`src/rtl/ipl_pkg.sv`:
```
// ipl_pkg: shared state encoding, constants and acknowledge-bit map for the IPL responder
package ipl_pkg;
    typedef enum logic [2:0] {IDLE, REQ, CYCLE, ACK, HOLD} state_t;
    localparam logic [2:0] IPL_NONE = 3'b111;
    function automatic logic [2:0] ack_bits(input logic [2:0] level);
        return level == 3'd3 ? 3'b001 :
               level == 3'd2 ? 3'b010 :
               level == 3'd1 ? 3'b100 : 3'b000;
    endfunction
endpackage

```
`src/rtl/ipl_sync.sv`:
```
// ipl_sync: two-flop synchroniser on nIPL, then accepts a value only after two equal samples
module ipl_sync
    import ipl_pkg::*;
(
    input  logic       clk,
    input  logic       rst,
    input  logic [2:0] nipl,
    output logic [2:0] level
);
    logic [2:0] s1, s2, prev, valid;
    always_ff @(posedge clk) begin
        if (rst) begin
            s1    <= IPL_NONE;
            s2    <= IPL_NONE;
            prev  <= IPL_NONE;
            valid <= IPL_NONE;
        end else begin
            s1   <= nipl;
            s2   <= s1;
            prev <= s2;
            if (s2 == prev) valid <= s2;
        end
    end
    assign level = ~valid;
endmodule

```
`src/rtl/ipl_iack.sv`:
```
// ipl_iack: CPU-side interrupt responder running the request/grant/done acknowledge handshake
module ipl_iack
    import ipl_pkg::*;
#(
    parameter int VEC_BASE = 24,
    parameter int HOLDOFF  = 4,
    parameter bit AUTO_ACK = 1'b1
) (
    input  logic       CLK,
    input  logic       RESET,
    input  logic [2:0] nIPL,
    input  logic [2:0] IMASK,
    output logic       IACK_REQ,
    input  logic       IACK_GNT,
    input  logic       IACK_DONE,
    output logic [2:0] LEVEL,
    output logic [7:0] VECTOR,
    output logic       WR_ACK,
    output logic [2:0] ACK_BITS
);
    localparam int CW = HOLDOFF > 0 ? $clog2(HOLDOFF + 1) : 1;
    localparam logic [7:0] BASE = 8'(VEC_BASE);
    state_t state;
    logic [2:0] l, l_last;
    logic [CW-1:0] cnt;
    logic nmi, spur, nmi_set, pending, fire;
    ipl_sync u_sync (.clk(CLK), .rst(RESET), .nipl(nIPL), .level(l));
    // level 7 is non-maskable but only requests once per rising transition into 7
    assign nmi_set = l == 3'd7 && l_last != 3'd7;
    assign pending = l != 3'd0 && (l > IMASK || (l == 3'd7 && (nmi || nmi_set)));
    assign fire    = AUTO_ACK && !spur;
    always_ff @(posedge CLK) begin
        if (RESET) begin
            state    <= IDLE;
            IACK_REQ <= 1'b0;
            LEVEL    <= 3'd0;
            VECTOR   <= 8'd0;
            WR_ACK   <= 1'b0;
            ACK_BITS <= 3'd0;
            cnt      <= '0;
            nmi      <= 1'b0;
            spur     <= 1'b0;
            l_last   <= 3'd0;
        end else begin
            l_last   <= l;
            WR_ACK   <= 1'b0;
            ACK_BITS <= 3'd0;
            nmi      <= nmi | nmi_set;
            case (state)
                IDLE: if (pending && cnt == '0) begin
                    state    <= REQ;
                    LEVEL    <= l;
                    IACK_REQ <= 1'b1;
                end
                REQ: if (IACK_GNT) begin
                    state    <= CYCLE;
                    IACK_REQ <= 1'b0;
                    spur     <= !pending;
                    VECTOR   <= pending ? BASE + {5'b0, l} : BASE;
                    if (pending) LEVEL <= l;
                    if (pending && l == 3'd7) nmi <= 1'b0;
                end else if (!pending) begin
                    state    <= IDLE;
                    IACK_REQ <= 1'b0;
                end else begin
                    LEVEL <= l;
                end
                CYCLE: if (IACK_DONE) state <= ACK;
                ACK: begin
                    WR_ACK   <= fire;
                    ACK_BITS <= fire ? ack_bits(LEVEL) : 3'd0;
                    cnt      <= CW'(HOLDOFF);
                    state    <= HOLD;
                end
                HOLD: if (cnt == '0) state <= IDLE; else cnt <= cnt - 1'b1;
                default: state <= IDLE;
            endcase
        end
    end
endmodule

```
`config.mk`:
```
export PLATFORM = sky130hd
export DESIGN_NAME = ipl_iack
export DESIGN_NICKNAME = d
export VERILOG_FILES = /design/src/rtl/ipl_pkg.sv /design/src/rtl/ipl_sync.sv /design/src/rtl/ipl_iack.sv
export SDC_FILE = /design/constraint.sdc
export NUM_CORES = 1
export LEC_CHECK = 0
export ABC_AREA = 0
export BUFFER_PORTS_ARGS = -buffer_cell sky130_fd_sc_hd__buf_4
export CAP_MARGIN = 5
export CORE_UTILIZATION = 54
export DETAILED_ROUTE_END_ITERATION = 8
export PLACE_DENSITY = 0.8
export SYNTH_ARGS = -nofsm -noshare
export SYNTH_HDL_FRONTEND = slang
export SYNTH_SLANG_ARGS = --single-unit
```
`constraint.sdc`:
```
create_clock -name CLK -period 2.7 [get_ports CLK]
set_input_delay 0.27 -clock CLK [delete_from_list [all_inputs] [get_ports CLK]]
set_output_delay 0.27 -clock CLK [all_outputs]
set_load 0.005 [all_outputs]
```
# Yosys cells after proc, flatten, opt, wreduce, memory -nomap -nowiden
# Cells that the tools add are included.
# Widths: inputs -> output; s select.
# word_totals
in_bits,10
wordCells,83
reg_bits,39
# op_classes
mux,22
eq_ne,16
magnitude_cmp,1
n_bitwise,3
reduce_logical,23
n_addsub,2
# op_table
cell,count
$mux 3,9
$pmux 3 s5,1
$eq 3x2->1 const B,4
$pmux 3 s2,2
$ne 2x2->1 const B,5
$mux 1,7
$add 5x3->6 const A,1
$eq 3x1->1 const B,2
$eq 3x3->1 const B,2
$logic_not 3->1,2
$mux 6,1
$ne 3x3->1 const B,2
$reduce_and 3->1,2
$logic_and 1x1->1,5
$reduce_or 5->1,1
$reduce_and 2->1,2
$reduce_and 4->1,1
$reduce_bool 2->1,2
$reduce_or 4->1,1
$eq 3x3->1,1
$gt 3x3->1,1
$not 3->3,1
$reduce_bool 3->1,1
$reduce_or 3->1,1
8 further kinds,10

# Logic depth before layout (Yosys ltp)
# Gate-level depths: netlist of the first run.
# depth
ltp_word,11
ltp_mapped,7
ltp_nobuf,7

# By module
# Synthesis of the first run repeated with hierarchy kept, for this count alone.
# unflattened
cells_unflattened,164
area_unflattened_um2,1527.7
# by_module_without_submodules
module,area_each_um2,instances,seq_area_each_um2,cells_each
ipl_iack,1118.6,1,460.4,123
ipl_sync,409.1,1,240.2,41

# Worst setup path before layout of the first run
# OpenSTA, ideal clock, no wires.
# synth_timing
path_type,register to register
from,reg u_sync.valid[2]
to,reg LEVEL[0]
t_arrival_ps,1843
path_slack_ps,736
t_required_ps,2579
stages_incl_launch_ff,8
synth_period_minus_slack_ps,1964
cell_sequence,dfxtp_1 > inv_1 > ha_1 > nand3b_1 > nand2_1 > a31oi_4 > or4_4 > mux2_4
# synth_between
elab_chain_len,10
elab_cells_between_ends,13
cone_classes,order compare: 1; eq/ne: 3; bitwise: 1; reduce/logical: 8
# synth_rtl
element,line_no,text
start: declaration,ipl_sync.sv:10,"logic [2:0] s1, s2, prev, valid;"
start signal: assignment,ipl_sync.sv:16,valid <= IPL_NONE;
start signal: assignment,ipl_sync.sv:21,if (s2 == prev) valid <= s2;
$not 3->3 *,ipl_sync.sv:24,assign level = ~valid;
net l[2],ipl_iack.sv:24,"logic [2:0] l, l_last;"
$eq 3x3->1,"ipl_iack.sv:29, ipl_iack.sv:30",
$logic_and 1x1->1,ipl_iack.sv:29,assign nmi_set = l == 3'd7 && l_last != 3'd7;
$logic_or 1x1->1,ipl_iack.sv:30,assign pending = l != 3'd0 && (l > IMASK || (l == 3'd7 && (nmi || nmi_set)));
$logic_and 1x1->1,ipl_iack.sv:30,
$logic_or 1x1->1,ipl_iack.sv:30,
$logic_and 1x1->1 *,ipl_iack.sv:30,
$logic_and 1x1->1,ipl_iack.sv:50,IDLE: if (pending && cnt == '0) begin
$ne 2x2->1 (no source line),-,
$reduce_and 3->1 (no source line) *,-,
end signal: assignment,ipl_iack.sv:52,LEVEL <= l;
end signal: assignment,ipl_iack.sv:60,if (pending) LEVEL <= l;
end signal: assignment,ipl_iack.sv:66,LEVEL <= l;
end: declaration,ipl_iack.sv:16,"output logic [2:0] LEVEL,"
# The timed path passes the listed nets; every way through them passes the cells marked *.
# A chain may end at the register's enable or synchronous reset.

# Final worst setup path of the first run
# Same ends and word-level chain as after synthesis.

==> qor.txt, run 1 <==
Status = finished, final reports clean
Final Critical Period = 2.13 ns
Initial antenna violation count = 0
Mapped Cells = 154
IO buf count = 22
Clock latency on the worst-skew pair = 0.34 ns
Die Span Y = 53.8 microns
Vias in the first global route = 947
DR iter-0 viols = 5
Synth Area in XOR/XNOR = 1.81%
Drt first pass iters = 4
Fin. max-slew vios = 0
Post_cts resized = 0
Avg Vias per Cell = 5.14
Post-DRT Antenna Nets = 0
Worst VDD drop = 0.442 mV
Final Hold Viols = 0
Diode count = 0
Clock Sinks = 35
Core Area = 0.00250 sq mm
Final setup margin = 0.575 ns
Final nets = 192
Buf/Inv on CP = 1
Fin area = 0.00167 sq mm
Crit Path Max Fanout = 8
Synth cell types = 34
Die width = 53.8 microns
Pleak = 0.755 nW
Asr flop ratio synth = 0%
Fillers = 215
Placed Cells = 200
Placement Cell Area = 0.00161 sq mm
Postcts setup bufs = 0
Die footprint = 0.00289 sq mm
Measured slew at the worst slew-check pin = 0.497 ns
Share of layout cells above drive strength 1 = 28.7%
H-Tree Depth = 2
Maximum clock rate = 0.471 GHz
TritonCTS clock tree = done
First-pass GRT wire length = 3990 microns
Simple-gate share of the synthesized area = 22.8%
Clk_skew = 0.00981 ns
Global Route Usage Sum = 20.1%
Crit path DAT = 2.36 ns
HP Class = in2reg
Total gr overflow = 0
CP peak stage delay = 0.54 ns
Routed wire per std cell = 11.8 microns
Synthesis-stage register bit count = 35
Largest family of logic cells by synthesized area = simple AND/OR/NAND/NOR gates
Post-synth EDFFs = 0
Final Setup Violations = 0
Yosys top cell by area = dfxtp_1
Area delta synth->final = 15.0%
Final cell count without fillers = 208
DR vias = 1,069
Mux cell area share after synthesis = 6.56%
Pwr/cell area = 509 mW/mm^2
I/O pin count = 26
Num rows = 18
Largest net degree at the start of global routing = 28
Slowest library cell on the worst path = or4_4
Syn Std Cell Area = 0.00145 sq mm
Worst-path cell chain = inv_1 > ha_1 > nand3b_1 > nand2_1 > a31oi_4 > or4_4 > mux2_4
Util after Layout = 66.7%
Setup TNS = 0 ns
Bufs on Longest Clock Path = 2
Register area = 701 sq um
Unrepaired setup endpoints after global routing = no
Element type at the critical path end = flip-flop
Reg clk slew, reported paths = 0.11 ns
Crit Path Class = reg2reg
Required time of the critical path = 2.94 ns
Synth warnings = 0
Hpwl dp = 1800 microns
Compound-cell area share of the yosys netlist = 10.2%
Residual DRC count = 0
Final RePlAce weighted congestion = 0.743
Initial core utilization = 58.0%
Primary FF master, synth = dfxtp_1
DP Worst Slack = 0.595 ns
Area share of the leading cell type in the synthesized netlist = 48.4%
Delay-heaviest family, CP = simple AND/OR/NAND/NOR gates
Hold-fix buffers at CTS = 0
Area of the multi-input gates = 673 sq um
Adder-Cell Fraction of Synth Area = 4.32%
Clock Tree Root = clkbuf_4
Max-Cap Viols = 0
Syn avg cell area = 9.41 sq um
Top post-synthesis cells by area = dfxtp_1, or2_2, a21oi_1, ha_1, nand2_1
Critical Path Source Type = flip-flop
CTS Buf Count = 5
Final wirelength = 2450 microns
Period utilization = 78.7%
Sequential element share of the synthesized area = 48.4%
Slew margin rel. = 66.5%
## state kept, by name (all words and copies together), names as in the netlist
register,count
VECTOR,4
ACK_BITS,3
LEVEL,3
cnt,3
l_last,3
state,3
u_sync.prev,3
u_sync.s1,3
u_sync.s2,3
u_sync.valid,3
IACK_REQ,1
WR_ACK,1
nmi,1
spur,1
## worst register-to-register path: stages (launching register included)
cell and delay [ns]:
dfxtp_1 0.44, inv_1 0.07, ha_1 0.32, nand3b_1 0.09, nand2_1 0.11, a31oi_4 0.14, or4_4 0.54, mux2_4 0.32
## area by class of cell
class,instances,share of cell area [%]
multi-input cells,103,40.4
repair buffers,22,9.91
well taps,30,2.25
inverters,10,2.25
clock buffers,5,2.25
clock inverters,3,0.901
flip-flops and latches,35,42.0
## per-layer routing
layer  up-vias  global-route usage (%)  share of wire [%]
met5         -                       0                  0
met4         0                    8.77                2.0
met3         7                    9.89                5.7
met2        20                    32.1                 48
met1       487                    22.5                 44
li1        555                       -                  -
## placed cells by master, fill, tap and decap left out, types with 2 or more instances in the layout
cell type  count
mux2_4         3
mux2i_1        5
nor3_1         4
inv_1         10
conb_1         3
nor2b_1        5
nand3b_1       2
xnor2_1        3
a21oi_1       13
ha_1           5
nand3_1        4
buf_4         22
clkinv_2       3
nor2_1        11
or3_2          3
clkbuf_4       5
or2_2         11
dfxtp_1       35
nand2_1       15
## where the power goes
part / internal [mW] / leakage (nW) / switching, mW
Clock: 0.0967 / 0.0347 / 0.168
Sequential: 0.525 / 0.284 / 0.00637
Combinational: 0.0263 / 0.436 / 0.0259
## path summary, 6_finish.rpt
path                                       from            to  slack, ns  cells after the start
worst min register to register     u_sync.s1[1]  u_sync.s2[1]       0.41                      1
worst max register to register  u_sync.valid[2]      LEVEL[0]       0.57                      7
worst max-delay path            u_sync.valid[2]      LEVEL[0]       0.57                      7
worst min-delay path                    nIPL[1]  u_sync.s1[1]       0.12                      2
## logic make-up (layout without fill, tap and decap cells)
group / Yosys count / in the layout
and+or+nand+nor: 62 / 62
DFF: 35 / 35
AOI/OAI and AO/OA: 22 / 22
buffers and inverters: 18 / 40
muxes: 8 / 8
adders and majority gates: 5 / 5
xor gates and xnor gates: 3 / 3
other: 1 / 3
## cell usage after synthesis, types with 2 or more instances
master and instances:
or2_2 11, nand3_1 4, ha_1 5, a21oi_1 13, nor2_1 11, clkbuf_1 4
nand3b_1 2, inv_1 10, nand2_1 15, dfxtp_1 35, or3_2 3, mux2_4 3
buf_4 4, nor3_1 4, mux2i_1 5, nor2b_1 5, xnor2_1 3
## through the flow
stage / hold WS, ns / power (mW)
after global placement: 0.392 / 0.593
after floorplan: 0.374 / 0.581
final: 0.116 / 0.848
after CTS: 0.0995 / 0.859
after global routing: 0.0961 / 0.890
after detailed placement: 0.395 / 0.596
Power figures use the tool's default switching activity.
==> run 2, diff against run 1 <==
==> constraint.sdc (replaced) <==
create_clock -name CLK -period 2 [get_ports CLK]
set_input_delay 0.2 -clock CLK [delete_from_list [all_inputs] [get_ports CLK]]
set_output_delay 0.2 -clock CLK [all_outputs]
set_load 0.005 [all_outputs]
==> qor.txt, run 2 (synthesis results as in run 1) <==
Flop2flop setup slack = 0.10 ns (-0.47 ns)
Crit. Startpoint = u_sync.valid[2]
Final nets = 195 (+1.6%)
Max reg flops = 4 (unchanged)
Die footprint = 0.00289 sq mm (unchanged)
Reg clk slew, reported paths = 0.09 ns (-0.02 ns)
CP peak stage delay = 0.47 ns (-0.07 ns)
HP Class = in2reg
Vias in the first global route = 986 (+4.1%)
Area delta synth->final = 16.8%
Total power = 1.17 mW (+38%)
Die Span Y = 53.8 microns (unchanged)
Final Hold Viols = 0 (unchanged)
Period utilization = 94.8% (+16 points)
Max-Cap Viols = 0 (unchanged)
CTS Buf Count = 5 (unchanged)
Critical R2R Launch = u_sync.valid[2]
Final RePlAce weighted congestion = 0.810 (+9.0%)
Post-DRT Antenna Nets = 0 (unchanged)
Avg Vias per Cell = 5.03 (-2.1%)
Routed wire per std cell = 11.7 microns (-0.14%)
Hold Startpoint = nIPL[1]
Delay-heaviest family, CP = simple AND/OR/NAND/NOR gates
Post_cts resized = 0 (unchanged)
Critical Path Source Type = flip-flop
Pleak = 0.769 nW (+1.8%)
Total gr overflow = 0 (unchanged)
Setup TNS = 0 ns (unchanged)
Bufs on Longest Clock Path = 2 (unchanged)
Postcts setup bufs = 0 (unchanged)
Num rows = 18 (unchanged)
Clock Sinks = 35 (unchanged)
Clock Tree Root = clkbuf_4
Status = finished, final reports clean
Pwr/cell area = 690 mW/mm^2 (+36%)
Diode count = 0 (unchanged)
DR iter-0 viols = 12 (+7)
Element type at the critical path end = flip-flop
Slowest library cell on the worst path = or4_4
Drt first pass iters = 4 (unchanged)
Unrepaired setup endpoints after global routing = no
I/O pin count = 26 (unchanged)
Initial antenna violation count = 0 (unchanged)
Fin. max-slew vios = 0 (unchanged)
Reg2reg path depth = 7 (unchanged)
Hold depth = 2 (unchanged)
Crit Path Class = reg2reg
Maximum clock rate = 0.527 GHz (+12%)
Clock latency on the worst-skew pair = 0.32 ns (-0.02 ns)
Buf/Inv on CP = 1 (unchanged)
Final wirelength = 2470 microns (+0.82%)
Commonest non-fill, non-tap cell in the layout = dfxtp_1
Crit Path Max Fanout = 3 (-5)
H-Tree Depth = 2 (unchanged)
IO buf count = 22 (unchanged)
Crit path depth = 7 (unchanged)
Residual DRC count = 0 (unchanged)
Hold-fix buffers at CTS = 0 (unchanged)
Core Area = 0.00250 sq mm (unchanged)
Clk_skew = 0.00164 ns (-0.00816 ns)
TritonCTS clock tree = done
Crit path DAT = 2.12 ns (-0.24 ns)
First-pass GRT wire length = 4170 microns (+4.5%)
Final Critical Period = 1.90 ns (-0.229 ns)
Measured slew at the worst slew-check pin = 0.513 ns (+0.0153 ns)
Initial core utilization = 58.0% (unchanged)
Largest net degree at the start of global routing = 28 (unchanged)
DR vias = 1,057 (-1.1%)
Global Route Usage Sum = 20.4% (+0.30 points)
Fillers = 193 (-10%)
Worst-path cell chain = inv_1 > ha_1 > a21oi_1 > nand2_1 > a31oi_4 > or4_4 > mux2_4
Share of layout cells above drive strength 1 = 29.4% (+0.79 points)
Largest Register = VECTOR
Commonest non-fill, non-tap cells in the layout = dfxtp_1, buf_4, nand2_1, a21oi_1
Required time of the critical path = 2.22 ns (-0.72 ns)
Worst VDD drop = 0.614 mV (+39%)
Hpwl dp = 1870 microns (+4.0%)
Slew margin rel. = 65.5% (-1.0 points)
Final Setup Violations = 0 (unchanged)
Die width = 53.8 microns (unchanged)
[run 2: cell count changes in the layout (fill, tap and decap cells not counted), sizes merged]
| cell | previous run | this run |
|---|---|---|
| clkbuf | 5 | 6 |
| buf | 22 | 25 |
| clkinv | 3 | 1 |
[run 2: final timing paths]
check	end
setup / recovery	LEVEL[1]
hold / removal	u_sync.s1[1]
setup reg to reg	LEVEL[1]
hold reg to reg	u_sync.s2[0]
[run 2: worst register-to-register path: stages (launching register included)]
cell	delay (ns)
dfxtp_1	0.35
inv_1	0.05
ha_1	0.31
a21oi_1	0.08
nand2_1	0.12
a31oi_4	0.11
or4_4	0.47
mux2_4	0.31
[run 2: layout make-up]
type / count / area [sq um] / share of cell area, %
Sequential cell: 35 / 701 / 41.4
Tap cell: 30 / 37.5 / 2.22
Timing Repair Buffer: 25 / 188 / 11.1
Clock buffer: 6 / 51.3 / 3.03
Multi-Input combinational cell: 103 / 673 / 39.8
Clock inverter: 1 / 5.00 / 0.296
Inverter: 10 / 37.5 / 2.22
[run 2: where the power goes]
| group | internal, mW | leakage [nW] | switching [mW] | total (mW) |
|---|---|---|---|---|
| clock | 0.163 | 0.0341 | 0.215 | 0.378 |
| sequential | 0.708 | 0.284 | 0.00665 | 0.715 |
| combinational | 0.0380 | 0.451 | 0.0378 | 0.0758 |
[run 2: per-layer routing]
layer  vias to the layer above  track usage (%)  part of all wire [%]  wire length (microns)
li1                        558                -                     -                      -
met1                       478             23.1                    46                   1140
met2                        19             35.2                    49                   1210
met3                         2             7.63                   4.1                    100
met4                         0             6.58                  0.77                     19
met5                         -                0                     0                      0
[run 2: stage by stage]
| step | cells | worst slack, ns | cell area [sq um] | hold slack [ns] | utilization [%] |
|---|---|---|---|---|---|
| 2_1_floorplan | 156 | 0.0363 | 1460 | 0.304 | - |
| 3_3_place_gp | 203 | 0.140 | 1640 | 0.384 | 65.5 |
| 3_5_place_dp | 203 | 0.0841 | 1640 | 0.387 | 65.5 |
| 4_1_cts | 210 | 0.0646 | 1690 | 0.0309 | 67.7 |
| 5_1_grt | 210 | 0.0550 | 1690 | 0.0284 | 67.7 |
| 6_report | 210 | 0.104 | 1690 | 0.0498 | 67.7 |
